File: src/rtl/fetch_pkg.sv
// Shared definitions for the frame-BRAM to line-buffer fetch sequencer:
// FSM state encoding, default geometry and a width helper.
package fetch_pkg;

    typedef enum logic [1:0] {
        S_IDLE  = 2'd0,
        S_ISSUE = 2'd1,
        S_DRAIN = 2'd2,
        S_DONE  = 2'd3
    } state_t;

    localparam int unsigned DEF_MAX_ROW  = 540;
    localparam int unsigned DEF_MAX_COL  = 540;
    localparam int unsigned DEF_ADDR_W   = 19;
    localparam int unsigned DEF_DATA_W   = 8;
    localparam int unsigned DEF_RD_LAT   = 2;
    localparam int unsigned DEF_WIN_ROWS = 3;

    // Ceiling log2, never below 1 so that a single-entry field still has a bit.
    function automatic int unsigned clog2(input int unsigned v);
        int unsigned r;
        r = 0;
        for (int unsigned i = 0; i < 32; i++) begin
            if ((64'd1 << i) < 64'(v)) r = i + 1;
        end
        return (r == 0) ? 1 : r;
    endfunction

endpackage

File: src/rtl/fetch_ctrl_rd_lat_pipe.sv
// Fixed-depth valid+tag delay line that lines up the line-buffer destination
// of each BRAM read with the data returning DEPTH cycles later.
module rd_lat_pipe #(
    parameter int unsigned DEPTH = 2,
    parameter int unsigned TAG_W = 4
) (
    input  logic             clk,
    input  logic             rst_n,
    input  logic             flush,
    input  logic             in_valid,
    input  logic [TAG_W-1:0] in_tag,
    output logic             out_valid,
    output logic [TAG_W-1:0] out_tag,
    output logic             pending
);

    logic [DEPTH-1:0] vld;
    logic [TAG_W-1:0] tag [DEPTH];

    // Shift register; tags of empty slots are zeroed so idle outputs stay at 0.
    always_ff @(posedge clk or negedge rst_n) begin
        if (!rst_n) begin
            vld <= '0;
            for (int unsigned i = 0; i < DEPTH; i++) tag[i] <= '0;
        end else if (flush) begin
            vld <= '0;
            for (int unsigned i = 0; i < DEPTH; i++) tag[i] <= '0;
        end else begin
            vld[0] <= in_valid;
            tag[0] <= in_valid ? in_tag : '0;
            for (int unsigned i = 1; i < DEPTH; i++) begin
                vld[i] <= vld[i-1];
                tag[i] <= tag[i-1];
            end
        end
    end

    // Entries still queued behind the output stage (none left after this cycle when 0).
    always_comb begin
        pending = 1'b0;
        for (int unsigned i = 0; i + 1 < DEPTH; i++) pending = pending | vld[i];
    end

    assign out_valid = vld[DEPTH-1];
    assign out_tag   = tag[DEPTH-1];

endmodule

File: src/rtl/fetch_ctrl.sv
// Fetch sequencer: on each request, issues raster-order BRAM reads for the
// next window rows (WIN_ROWS on the first fetch of a frame, then one row),
// writes returned pixels into rotating line-buffer slots and pulses done.
// Optional macro FETCH_CKSUM_EN enables the per-fetch pixel checksum.
module fetch_ctrl
    import fetch_pkg::*;
#(
    parameter int unsigned MAX_ROW  = DEF_MAX_ROW,
    parameter int unsigned MAX_COL  = DEF_MAX_COL,
    parameter int unsigned ADDR_W   = DEF_ADDR_W,
    parameter int unsigned DATA_W   = DEF_DATA_W,
    parameter int unsigned RD_LAT   = DEF_RD_LAT,
    parameter int unsigned WIN_ROWS = DEF_WIN_ROWS
) (
    input  logic                         clk,
    input  logic                         rst_n,
    input  logic                         fetch_run_i,
    input  logic                         frame_rst_i,
    output logic                         bram_en_o,
    output logic [ADDR_W-1:0]            bram_addr_o,
    input  logic [DATA_W-1:0]            bram_rdata_i,
    input  logic                         buf_ready_i,
    output logic                         buf_we_o,
    output logic [DATA_W-1:0]            buf_wdata_o,
    output logic [clog2(WIN_ROWS)-1:0]   buf_slot_o,
    output logic [clog2(MAX_COL)-1:0]    buf_col_o,
    output logic                         fetch_done_o,
    output logic                         frame_last_o,
    output logic                         busy_o,
    output logic [15:0]                  cksum_o
);

    localparam int unsigned COL_W  = clog2(MAX_COL);
    localparam int unsigned SLOT_W = clog2(WIN_ROWS);
    localparam int unsigned ROW_W  = clog2(MAX_ROW + 1);
    localparam int unsigned TAG_W  = SLOT_W + COL_W;

    state_t              state, state_nx;
    logic [ROW_W-1:0]    row_ptr, rows_left, rows_init;
    logic [ADDR_W-1:0]   row_base;
    logic [COL_W-1:0]    col;
    logic [SLOT_W-1:0]   slot;
    logic                frame_last;
    logic                start, issue, col_end, last_issue;
    logic                pipe_valid, pipe_pending;
    logic [TAG_W-1:0]    pipe_tag;
    logic [31:0]         remaining, want;

    assign start      = (state == S_IDLE) && !frame_rst_i && fetch_run_i && !frame_last;
    assign issue      = (state == S_ISSUE) && buf_ready_i;
    assign col_end    = (col == COL_W'(MAX_COL - 1));
    assign last_issue = issue && col_end && (rows_left == ROW_W'(1));

    // Rows for this fetch: full window at frame start, else one, clipped at the frame end.
    always_comb begin
        remaining = MAX_ROW - 32'(row_ptr);
        want      = (row_ptr == '0) ? WIN_ROWS : 32'd1;
        rows_init = ROW_W'((want < remaining) ? want : remaining);
    end

    // State register.
    always_ff @(posedge clk or negedge rst_n) begin
        if (!rst_n) state <= S_IDLE;
        else        state <= state_nx;
    end

    // Next-state logic.
    always_comb begin
        state_nx = state;
        case (state)
            S_IDLE:  if (start) state_nx = S_ISSUE;
            S_ISSUE: if (last_issue) state_nx = S_DRAIN;
            S_DRAIN: if (!pipe_pending) state_nx = S_DONE;
            S_DONE:  state_nx = S_IDLE;
            default: state_nx = S_IDLE;
        endcase
    end

    // Raster position: column stepping, row base by repeated addition, slot rotation.
    always_ff @(posedge clk or negedge rst_n) begin
        if (!rst_n) begin
            row_ptr    <= '0;
            rows_left  <= '0;
            row_base   <= '0;
            col        <= '0;
            slot       <= '0;
            frame_last <= 1'b0;
        end else begin
            case (state)
                S_IDLE: begin
                    if (frame_rst_i) begin
                        row_ptr    <= '0;
                        row_base   <= '0;
                        slot       <= '0;
                        frame_last <= 1'b0;
                    end else if (start) begin
                        rows_left <= rows_init;
                    end
                end
                S_ISSUE: begin
                    if (issue) begin
                        if (col_end) begin
                            col       <= '0;
                            row_base  <= row_base + ADDR_W'(MAX_COL);
                            row_ptr   <= row_ptr + 1'b1;
                            rows_left <= rows_left - 1'b1;
                            slot      <= (slot == SLOT_W'(WIN_ROWS - 1)) ? '0 : slot + 1'b1;
                        end else begin
                            col <= col + 1'b1;
                        end
                    end
                end
                S_DRAIN: begin
                    if (!pipe_pending && (row_ptr == ROW_W'(MAX_ROW))) frame_last <= 1'b1;
                end
                default: ;
            endcase
        end
    end

    // Rewinding a frame also clears the pipe (it is already empty in idle).
    rd_lat_pipe #(
        .DEPTH (RD_LAT),
        .TAG_W (TAG_W)
    ) u_pipe (
        .clk       (clk),
        .rst_n     (rst_n),
        .flush     ((state == S_IDLE) && frame_rst_i),
        .in_valid  (issue),
        .in_tag    ({slot, col}),
        .out_valid (pipe_valid),
        .out_tag   (pipe_tag),
        .pending   (pipe_pending)
    );

    assign bram_en_o    = issue;
    assign bram_addr_o  = row_base + ADDR_W'(col);
    assign buf_we_o     = pipe_valid;
    assign buf_wdata_o  = pipe_valid ? bram_rdata_i : '0;
    assign buf_slot_o   = pipe_tag[TAG_W-1:COL_W];
    assign buf_col_o    = pipe_tag[COL_W-1:0];
    assign fetch_done_o = (state == S_DONE);
    assign frame_last_o = frame_last;
    assign busy_o       = (state != S_IDLE);

`ifdef FETCH_CKSUM_EN
    logic [15:0] cksum;

    // Wrapping sum of pixels written during the current fetch.
    always_ff @(posedge clk or negedge rst_n) begin
        if (!rst_n)        cksum <= '0;
        else if (start)    cksum <= '0;
        else if (buf_we_o) cksum <= cksum + 16'(buf_wdata_o);
    end

    assign cksum_o = cksum;
`else
    assign cksum_o = '0;
`endif

endmodule

File: config.mk
export PLATFORM = sky130hd
export DESIGN_NAME = fetch_ctrl
export DESIGN_NICKNAME = d
export VERILOG_FILES = /design/src/rtl/fetch_pkg.sv /design/src/rtl/fetch_ctrl_rd_lat_pipe.sv /design/src/rtl/fetch_ctrl.sv
export SDC_FILE = /design/constraint.sdc
export NUM_CORES = 1
export LEC_CHECK = 0
export BUFFER_PORTS_ARGS = -buffer_cell sky130_fd_sc_hd__buf_2
export CORE_MARGIN = 3
export CORE_UTILIZATION = 55
export CTS_CLUSTER_DIAMETER = 150
export CTS_CLUSTER_SIZE = 8
export DETAILED_ROUTE_END_ITERATION = 10
export HOLD_SLACK_MARGIN = 0.15
export PLACE_DENSITY = 0.78
export SLEW_MARGIN = 20
export SYNTH_ARGS = -nofsm -noshare
export SYNTH_HDL_FRONTEND = slang
export SYNTH_SLANG_ARGS = --single-unit
File: constraint.sdc
create_clock -name clk -period 6.9 [get_ports clk]
set_clock_uncertainty 0.2 [all_clocks]
set_input_delay 0 -clock clk [delete_from_list [all_inputs] [get_ports clk]]
set_output_delay 0 -clock clk [all_outputs]
set_load 0.01 [all_outputs]
==> results.yml <==
status:
  status: "completed"
route:
  vias_per_cell: 5.50
  drtIter0Drc: 112
  wl_mm: 9.15
  dr_total_vias: 3487
  firstDrtPassIters: 4
  antenna_left: 0
  wl_per_cell_um: 14.4
  remaining_drc_errors: 0
worst_setup_path:
  cp_max_fo: 17
  cp.required_ns: 6.99
  path_class: "flop to flop"
  worstPathArrival_ns: 3.25
  endpoint_kind: "flop"
  cp-start-kind: "flop"
grt:
  grt_max_degree: 79
  grt.overflow.total: 0
  grt_use_total_pct: 20.2
  antenna_found_initial: 0
  grt_first_pass_wirelength_mm: 15.9
  grt_pass1_vias: 3385
floorplan:
  io_pins: 73
  core_area_um2: 7890
  die_y_um: 97.0
  die_w_um: 97.0
  start_util_pct: 57.8
  core.rowCount: 32
  design.die.area_um2: 9410
clock_tree:
  clk_latency_ns: 0.35
  cts_hold_buf: 13
  cts_max_level: 3
  tritoncts: "yes"
  post-cts-setup-buffers: 0
  post_cts_resized: 0
  numCtsBuffers: 9
  clockBufferDepth: 2
  clock_sinks: 78
  clk_pin_slew_ns: 0.09
  ctsRootBufferMaster: "clkbuf_8"
logic_synthesis:
  ys_seq_area_share_pct: 42.8
  avgSynthCellArea_um2: 9.57
  yosys.area.top_type_share_pct: 42.8
  synth-seq-cells: 78
  synth_edf_count: 0
  syn_area_um2: 4560
  synth_area_leaders: "dfrtp_1, ha_1, xor2_1"
  ys.flop_type: "dfrtp_1"
  synth.distinct_cells: 58
  yosys_warnings: 0
  async_flop_share_pct: 100
  yosysTopAreaCell: "dfrtp_1"
  postSynthCellCount: 476
worst_hold_path:
  hold_path.class: "input port to asynchronous set/reset pin"
pwr:
  power.density_nw_per_um2: 203
  ir_drop_v: 0.000101
  p_leak_nw: 2.57
timing:
  rsz0062_at_grt: "no"
  setup_viol: 0
  worstMarginPinSlew_ns: 0.961
  slew_violations: 0
  timing.final.ws_setup_ns: 3.74
  setup_tns_ns: 0
  fin_crit_ns: 3.16
  hold_viol_final: 0
  max_freq_mhz: 316
  min_period_over_period_pct: 45.8
  slew_headroom_pct: 35.9
finish:
  fillers: 650
  fin_util_pct: 64.2
  nets: 559
  areaGrowthSynthToFinish_pct: 11.1
  layout_common_cells: "dfrtp_1, buf_2, nor2_1, nand2_1, xor2_1"
  layout_commonest_cell: "dfrtp_1"
  design_area_um2: 5060
  diodes: 0
  drive_gt1_share_pct: 16.5
placed_design:
  pre_cts_ws_ns: 3.59
  port_buffers: 56
  placed_cell_area_um2: 4740
  dp_hpwl_mm: 6.41
  gp_congestion: 0.837
run:
  maxCapViolations: 0
## cell families (layout without fill, tap and decap cells)
| group | count (synthesis) | in the layout | share of synthesized area, % |
|---|---|---|---|
| flip-flops | 78 | 78 | 42.8 |
| AO/OA/AOI/OAI | 72 | 72 | 11.4 |
| other | 1 | 17 | 0.0823 |
| adder cells (fa/ha/maj) | 19 | 19 | 5.22 |
| multiplexers | 5 | 5 | 1.15 |
| AND/OR/NAND/NOR | 189 | 189 | 22.0 |
| XOR/XNOR | 49 | 49 | 9.42 |
| buffers and inverters | 63 | 103 | 7.91 |
## metal layers
layer	up-vias	GRT usage, %	routed length, um
li1	1718	-	-
met1	1669	27.3	4110
met2	90	33.3	4450
met3	10	3.32	476
met4	0	6.59	113
met5	-	0	0
## final cells by class
| cell class | instances | area, um2 | share of cell area, % |
|---|---|---|---|
| repair buffers | 71 | 428 | 8.45 |
| well taps | 102 | 128 | 2.52 |
| flip-flops and latches | 78 | 1950 | 38.6 |
| multi-input cells | 351 | 2300 | 45.5 |
| inverters | 16 | 60.1 | 1.19 |
| clock buffers | 9 | 124 | 2.45 |
| clock inverters | 7 | 66.3 | 1.31 |
## path summary, 6_finish.rpt
check | start | endpoint | slack [ns] | depth (start not counted)
max | state[1] | rows_left[4] | 3.74 | 7
min | rst_n | row_base[18] | 0.14 | 2
max reg2reg | state[1] | rows_left[4] | 3.74 | 7
min reg2reg | u_pipe.tag[15] | u_pipe.out_tag[3] | 0.25 | 1
max in group asynchronous | rst_n | u_pipe.out_tag[1] | 5.74 | 2
min in group clk | u_pipe.tag[15] | u_pipe.out_tag[3] | 0.25 | 1
## report_power, final
part / total, W / switching (W) / internal, W
Clock: 0.000322 / 0.000184 / 0.000138
Sequential: 0.000520 / 0.0000335 / 0.000487
Combinational: 0.000183 / 0.000102 / 0.0000815
Total: 0.00103 / 0.000320 / 0.000706
## stage by stage
stage,instances,total power [W],hold WS [ns]
after floorplan,492,0.000665,-0.496
after global routing,634,0.00108,0.229
after detailed placement,605,0.000707,0.0202
final,634,0.00103,0.140
after CTS,634,0.00103,0.179
after global placement,605,0.000703,0.0126
## sequential cells by signal (all words and copies together) (netlist names)
signal and flops:
row_ptr 10, col 10, state 2, slot 2
rows_left 10, row_base 17, u_pipe.tag 12, frame_last_o 1
u_pipe.out_tag 12, u_pipe.vld 2
## worst max-delay path, cell delays in order (launching register included)
cell,delay (ns)
dfrtp_1,0.42
inv_1,0.10
ha_1,0.58
nand3_1,0.38
a2111oi_4,0.72
nor2_4,0.12
or4_1,0.50
nand3_1,0.08
## synthesized netlist by cell type (all sizes together) (3+ instances only)
| cell | instances |
|---|---|
| dfrtp | 78 |
| o21bai | 4 |
| inv | 16 |
| ha | 19 |
| or4 | 3 |
| nor4 | 12 |
| o21ai | 20 |
| xnor2 | 22 |
| clkbuf | 13 |
| xor2 | 27 |
| a211oi | 3 |
| nor4b | 3 |
| nor2 | 48 |
| buf | 34 |
| o31ai | 3 |
| nand2 | 31 |
| a21o | 4 |
| o211ai | 3 |
| a21oi | 11 |
| and2 | 22 |
| mux2i | 3 |
| o2111ai | 4 |
| nand3 | 15 |
| nand4 | 9 |
| and3 | 16 |
| nand2b | 3 |
| a22o | 5 |
| nor2b | 3 |
| nor3 | 14 |
Note: power is estimated with default switching activity, not from simulation.
